[src/rtl/keypad_emulator.sv]
// Emulates one 4x4 matrix key per command: close, bounce, hold, bounce, open.
// Bounce phases exist only when KEYPAD_EMULATOR_BOUNCE_EN is defined.
module keypad_emulator #(
  parameter int BOUNCE_TICKS = 8,
  parameter int ROW_LATENCY  = 1
) (
  input  logic        clk,
  input  logic        rst,
  input  logic        cmd_valid,
  output logic        cmd_ready,
  input  logic [3:0]  cmd_key,
  input  logic [15:0] cmd_hold,
  input  logic [3:0]  keypad_col_in,
  output logic [3:0]  keypad_row_out,
  output logic        busy,
  output logic        done,
  output logic [2:0]  dbg_state
);

  if (BOUNCE_TICKS < 1 || BOUNCE_TICKS > 255 || ROW_LATENCY != 1) begin : g_param_check
    $error("keypad_emulator: unsupported BOUNCE_TICKS or ROW_LATENCY");
  end

`ifdef KEYPAD_EMULATOR_BOUNCE_EN
  typedef enum logic [2:0] {
    S_IDLE           = 3'd0,
    S_PRESS_BOUNCE   = 3'd1,
    S_HOLD           = 3'd2,
    S_RELEASE_BOUNCE = 3'd3,
    S_DONE           = 3'd4
  } state_t;
  localparam logic [15:0] BOUNCE_LAST = 16'(BOUNCE_TICKS - 1);
`else
  typedef enum logic [2:0] {
    S_IDLE = 3'd0,
    S_HOLD = 3'd2,
    S_DONE = 3'd4
  } state_t;
`endif

  state_t      state_q, state_d;
  logic [15:0] cnt_q, cnt_d;
  logic [15:0] hold_q, hold_d;
  logic [3:0]  key_q, key_d;
  logic [3:0]  row_q, row_d;
  logic        busy_q, done_q, ready_q;
  logic        contact;

  // Handshake: a command transfers on a rising edge where cmd_valid && cmd_ready;
  // cmd_ready is high only in IDLE, so offers made while busy are simply ignored.
  always_comb begin
    state_d = state_q;
    cnt_d   = cnt_q + 16'd1;
    hold_d  = hold_q;
    key_d   = key_q;
    contact = 1'b0;
    case (state_q)
      S_IDLE: begin
        cnt_d = '0;
        if (cmd_valid) begin
          key_d  = cmd_key;
          hold_d = (cmd_hold == 16'd0) ? 16'd1 : cmd_hold;
`ifdef KEYPAD_EMULATOR_BOUNCE_EN
          state_d = S_PRESS_BOUNCE;
`else
          state_d = S_HOLD;
`endif
        end
      end
`ifdef KEYPAD_EMULATOR_BOUNCE_EN
      S_PRESS_BOUNCE: begin
        contact = ~cnt_q[0];
        if (cnt_q == BOUNCE_LAST) begin
          state_d = S_HOLD;
          cnt_d   = '0;
        end
      end
      S_RELEASE_BOUNCE: begin
        contact = ~cnt_q[0];
        if (cnt_q == BOUNCE_LAST) begin
          state_d = S_DONE;
          cnt_d   = '0;
        end
      end
`endif
      S_HOLD: begin
        contact = 1'b1;
        if (cnt_q == hold_q - 16'd1) begin
`ifdef KEYPAD_EMULATOR_BOUNCE_EN
          state_d = S_RELEASE_BOUNCE;
`else
          state_d = S_DONE;
`endif
          cnt_d = '0;
        end
      end
      S_DONE: begin
        state_d = S_IDLE;
        cnt_d   = '0;
      end
      default: begin
        state_d = S_IDLE;
        cnt_d   = '0;
      end
    endcase
    // Only the key's own column is tested; other driven columns are irrelevant.
    row_d = (contact && keypad_col_in[key_q[1:0]]) ? (4'b0001 << key_q[3:2]) : 4'b0000;
  end

  always_ff @(posedge clk) begin
    if (rst) begin
      state_q <= S_IDLE;
      cnt_q   <= '0;
      hold_q  <= '0;
      key_q   <= '0;
      row_q   <= '0;
      busy_q  <= 1'b0;
      done_q  <= 1'b0;
      ready_q <= 1'b1;
    end else begin
      state_q <= state_d;
      cnt_q   <= cnt_d;
      hold_q  <= hold_d;
      key_q   <= key_d;
      row_q   <= row_d;
      busy_q  <= (state_d != S_IDLE);
      done_q  <= (state_d == S_DONE);
      ready_q <= (state_d == S_IDLE);
    end
  end

  assign keypad_row_out = row_q;
  assign busy           = busy_q;
  assign done           = done_q;
  assign cmd_ready      = ready_q;
  assign dbg_state      = state_q;

endmodule

[config.mk]
export PLATFORM = sky130hd
export DESIGN_NAME = keypad_emulator
export DESIGN_NICKNAME = d
export VERILOG_FILES = /design/src/rtl/keypad_emulator.sv
export SDC_FILE = /design/constraint.sdc
export NUM_CORES = 1
export LEC_CHECK = 0
export BUFFER_PORTS_ARGS = -buffer_cell sky130_fd_sc_hd__buf_4
export CAP_MARGIN = 10
export CORE_ASPECT_RATIO = 1.25
export CORE_UTILIZATION = 40
export CTS_CLUSTER_SIZE = 20
export DETAILED_ROUTE_END_ITERATION = 10
export GPL_TIMING_DRIVEN = 0
export MAX_ROUTING_LAYER = met4
export PLACE_DENSITY_LB_ADDON = 0.12
export SETUP_SLACK_MARGIN = 0.3
export SKIP_CTS_REPAIR_TIMING = 1
export SYNTH_ARGS = -nofsm -noshare
export SYNTH_HDL_FRONTEND = slang
export SYNTH_SLANG_ARGS = --single-unit
[constraint.sdc]
create_clock -name clk -period 2.3 [get_ports clk]
set_clock_uncertainty 0.05 [all_clocks]
set_input_delay 0.115 -clock clk [delete_from_list [all_inputs] [get_ports clk]]
set_output_delay 0.115 -clock clk [all_outputs]
set_load 0.02 [all_outputs]
* Yosys cells after proc, flatten, opt, wreduce, memory -nomap -nowiden
Index checks and enable logic that the tools add are counted.
** Storage, ports and cells
- Bits in registers :: 46
- Output and inout port bits :: 10
** Cells by class
- Add/subtract/negate cells :: 2
- Magnitude comparators :: 1
- Equal/unequal tests :: 3
- Shift-type cells :: 1
- Muxes and demuxes :: 7
- Bitwise gates (word level) :: 2
- Reductions and logical operators :: 8
** Operators by type and width (number)
- 16-bit by 1-bit adder with 16-bit output (second input constant) :: 1
- 16-bit == test :: 1
- 16-bit logical NOT :: 1
- 16-bit 2-to-1 mux :: 1
- 16-bit by 1-bit subtractor with 16-bit output (second input constant) :: 1
- 3-bit logical NOT :: 2
- 3-bit 2-to-1 mux :: 2
- 3-bit case mux with 2 select lines :: 1
- 1-bit by 2-bit left shift with 4-bit output (first input constant) :: 1
- 3-bit by 2-bit == test with 1-bit output (second input constant) :: 1
- 3-bit == test (second input constant) :: 1
- 2-bit by 3-bit < comparator with 1-bit output (second input constant) :: 1
- 3-bit nonzero test :: 1
- 3-bit OR reduction :: 1
- 1-bit binary-select mux with 2-bit select :: 1
- 1-bit 2-to-1 mux :: 2
- 1-bit NOT :: 2
- 2-bit AND reduction :: 1
- 2-bit OR reduction :: 1
- 1-bit logical AND :: 1

* Longest topological paths before layout
- Depth in word-level cells :: 5
- Mapped depth :: 9
- Gate-level depth less buffers :: 8

* Worst setup path before layout
OpenSTA, ideal clock, no wires.
- Kind :: reg2reg
- Start :: register hold_q[0]
- End :: register state_q[1] (netlist: dbg_state[1])
- Arrival :: 2.346 ns
- Data required time :: 2.114 ns
- Path slack :: -0.232 ns
- Stages on the path, launching flop included :: 9
- Buffers on the path :: 1
- Cell sequence :: dfxtp_1 inv_1 ha_1 nor4b_2 nand4b_1 or3_1 a2111oi_4 buf_6 o22ai_2
** On the way
- Cells in the longest elaborated chain, start to end :: 4
** Ends and longest elaborated chain
- from (decl) :: line 43 : logic [15:0] hold_q, hold_d;
- from (signal assigned) :: line 123 : hold_q <= hold_d;
- 16-bit by 1-bit subtractor with 16-bit output :: line 88 : if (cnt_q == hold_q - 16'd1) begin
- 16-bit == test :: line 88
- 3-bit 2-to-1 mux :: line 88
- 3-bit case mux with 2 select lines :: line 57 : case (state_q)
- to (signal assigned) :: line 121 : state_q <= state_d;
- to (decl) :: line 41 : state_t state_q, state_d;
Every way passes these cells.
A chain may end at the register's enable or synchronous reset.

* Worst setup path after layout
- Start :: register hold_q[0]
- End :: register state_q[2] (netlist: dbg_state[2])
Same word-level chain as after synthesis.

==> flow_summary.toml <==
[floorplan]
dieArea_sq_um = 6000
start_util = 0.418
die_x_microns = 69.5
io_pins = 37
coreArea_sq_um = 5440
die_h_microns = 86.3
rows = 30

[sta]
rsz0062_at_grt = "true"
hold_slack_ps = -3.61
fmax_mhz = 403
maxSlewViolCount = 0
tns_ps = -2980
period_share = 1.08
setup_violations = 19
hold_viol = 1
tightest_slew_ps = 835
fin_ws_ps = -184
finalWorstPathRequiredPeriod_ps = 2480
relSlewSlack = 0.443

[global_route]
grt_antenna_before_repair = 0
grt_pass1_vias = 1954
grt_util_all_layers = 0.196
grt_max_degree = 17
grt_pass1_wl_microns = 9060
grt_overflow_total = 0

[placed_design]
dp_hpwl_microns = 3990
port_buffers = 36
dp_cells = 365
placed_cell_area_sq_um = 2670
gp_congestion = 0.790
dp_slack_ps = -666

[worst_hold_path]
holdPathEnd = "key_q[3]"
hp-start = "cmd_key[3]"
hold_depth = 3
hold_path_class = "input port to flop"

[critical_path]
worstRegToRegCells = 10
startpoint_type = "flop"
path_class = "flop to flop"
worstPathMaxFanout = 8
cp-end-kind = "flop"
r2r_end = "dbg_state[2]"
r2r_start = "hold_q[0]"
required_ps = 2500
regToRegSetupSlack_ps = -180
cp.arrival_ps = 2680

[yosys]
synth_cells = 265
syn_area_per_cell_sq_um = 8.59
synth_seq_cells = 46
syn_nets = 294
synthArstFlopShare = 0
synth-main-ff-cell = "dfxtp_1"
ys_seq_area_frac = 0.405
synth-edff-count = 0
synthDistinctLibCells = 41
synthesis.area_sq_um = 2280
ys_warn_count = 0

[detailed_routing]
post_drt_wl_per_cell_microns = 14.0
drtAntennaViolNets = 0
post-route-drc-count = 0
first_pass_iters = 4
routed_wirelength_microns = 5360
routed_via_density = 5.18
num_vias = 1980
drt_iter0_drc = 56

[cts]
cts_max_level = 2
clock_sinks = 46
clk_latency_ps = 310
clockBufferDepth = 2
path_clk_slew_ps = 100
cts_tree = "done"
cts_buffers = 5
cts.root.buffer_cell = "clkbuf_8"

[final_layout]
nNetsFinal = 346
final_util = 0.535
layout_commonest_cell = "nand2_1"
instances_no_fill = 382
syn2layout_area_growth_pct = 28.0
drive_gt1_frac = 0.242
n_antenna_cell = 0
final_cell_mix = "nand2_1, dfxtp_1, buf_4"
design_area_sq_um = 2910

[power_and_ir_drop]
p_per_area_nw_per_um2 = 563
p_leak_nw = 1.06
p_total_mw = 1.64
vdd_ir_drop_max_v = 0.000400

[status]
outcome = "finished, violations left"
violations = "negative hold slack, negative setup slack"

[flow_run]
maxCapViolations = 0
[sequential cells by signal (all words and copies together), names as in the netlist]
signal and cells:
cnt_q 16, key_q 4, busy 1, hold_q 16, dbg_state 3, keypad_row_out 4, cmd_ready 1, done 1
[routing by layer]
layer,global-route usage,vias up,routed length [microns]
met5,-,-,0
met4,0.0724,0,73
met3,0.0314,8,162
met2,0.342,33,2720
met1,0.226,912,2390
li1,-,1027,-
[worst max path at each step]
stage / depth (start not counted) / slack, ps / endpoint / startpoint
floorplan: 9 / -100 / dbg_state[1] / hold_q[0]
global placement: 8 / -740 / dbg_state[1] / hold_q[2]
detailed placement: 8 / -670 / dbg_state[1] / hold_q[2]
CTS: 8 / -690 / dbg_state[1] / hold_q[2]
global route: 9 / -310 / cnt_q[10] / hold_q[0]
finish: 10 / -180 / dbg_state[2] / hold_q[0]
[critical path: stages (launching register included)]
cell,delay [ps]
dfxtp_4,380
inv_4,60
ha_4,130
nor4b_4,240
buf_4,170
xnor2_1,70
nor4_2,350
o221ai_2,170
a2111oi_4,430
buf_6,220
nor2b_4,150
[cell type report]
class / instances / area, sq um
Inverter: 4 / 17.5
Clock inverter: 3 / 23.8
Sequential cell: 46 / 926
Clock buffer: 5 / 68.8
Multi-Input combinational cell: 202 / 1390
Buffer: 13 / 63.8
Fill cell: 531 / 2530
Timing Repair Buffer: 45 / 347
Tap cell: 64 / 80.1
[power by group]
part	internal [mW]	switching (mW)	total [mW]
clock network	0.218	0.301	0.519
registers	0.818	0.0270	0.845
logic	0.142	0.134	0.276
[synthesized netlist by cell type, drive strengths merged (4+ instances only)]
library cell	n	area, sq um
nand4	4	25.0
clkbuf	11	41.3
mux2i	4	40.0
dfxtp	46	921
xor2	11	96.3
inv	4	15.0
nand2	47	176
nor2	12	45.0
xnor2	22	193
nor3b	4	30.0
nand3	11	55.1
nor3	23	115
nor4	7	50.1
nand3b	4	30.0
a21oi	19	95.1
[cell families after synthesis]
| group | after synthesis | share of synthesized area |
|---|---|---|
| mux | 5 | 0.0275 |
| fa+ha+maj | 2 | 0.0110 |
| other cells | 1 | 0.00165 |
| simple gates | 130 | 0.294 |
| compound gates | 31 | 0.100 |
| buf+inv | 17 | 0.0346 |
| xor+xnor | 33 | 0.127 |
| flops | 46 | 0.405 |
(Power assumes the default switching activity.)
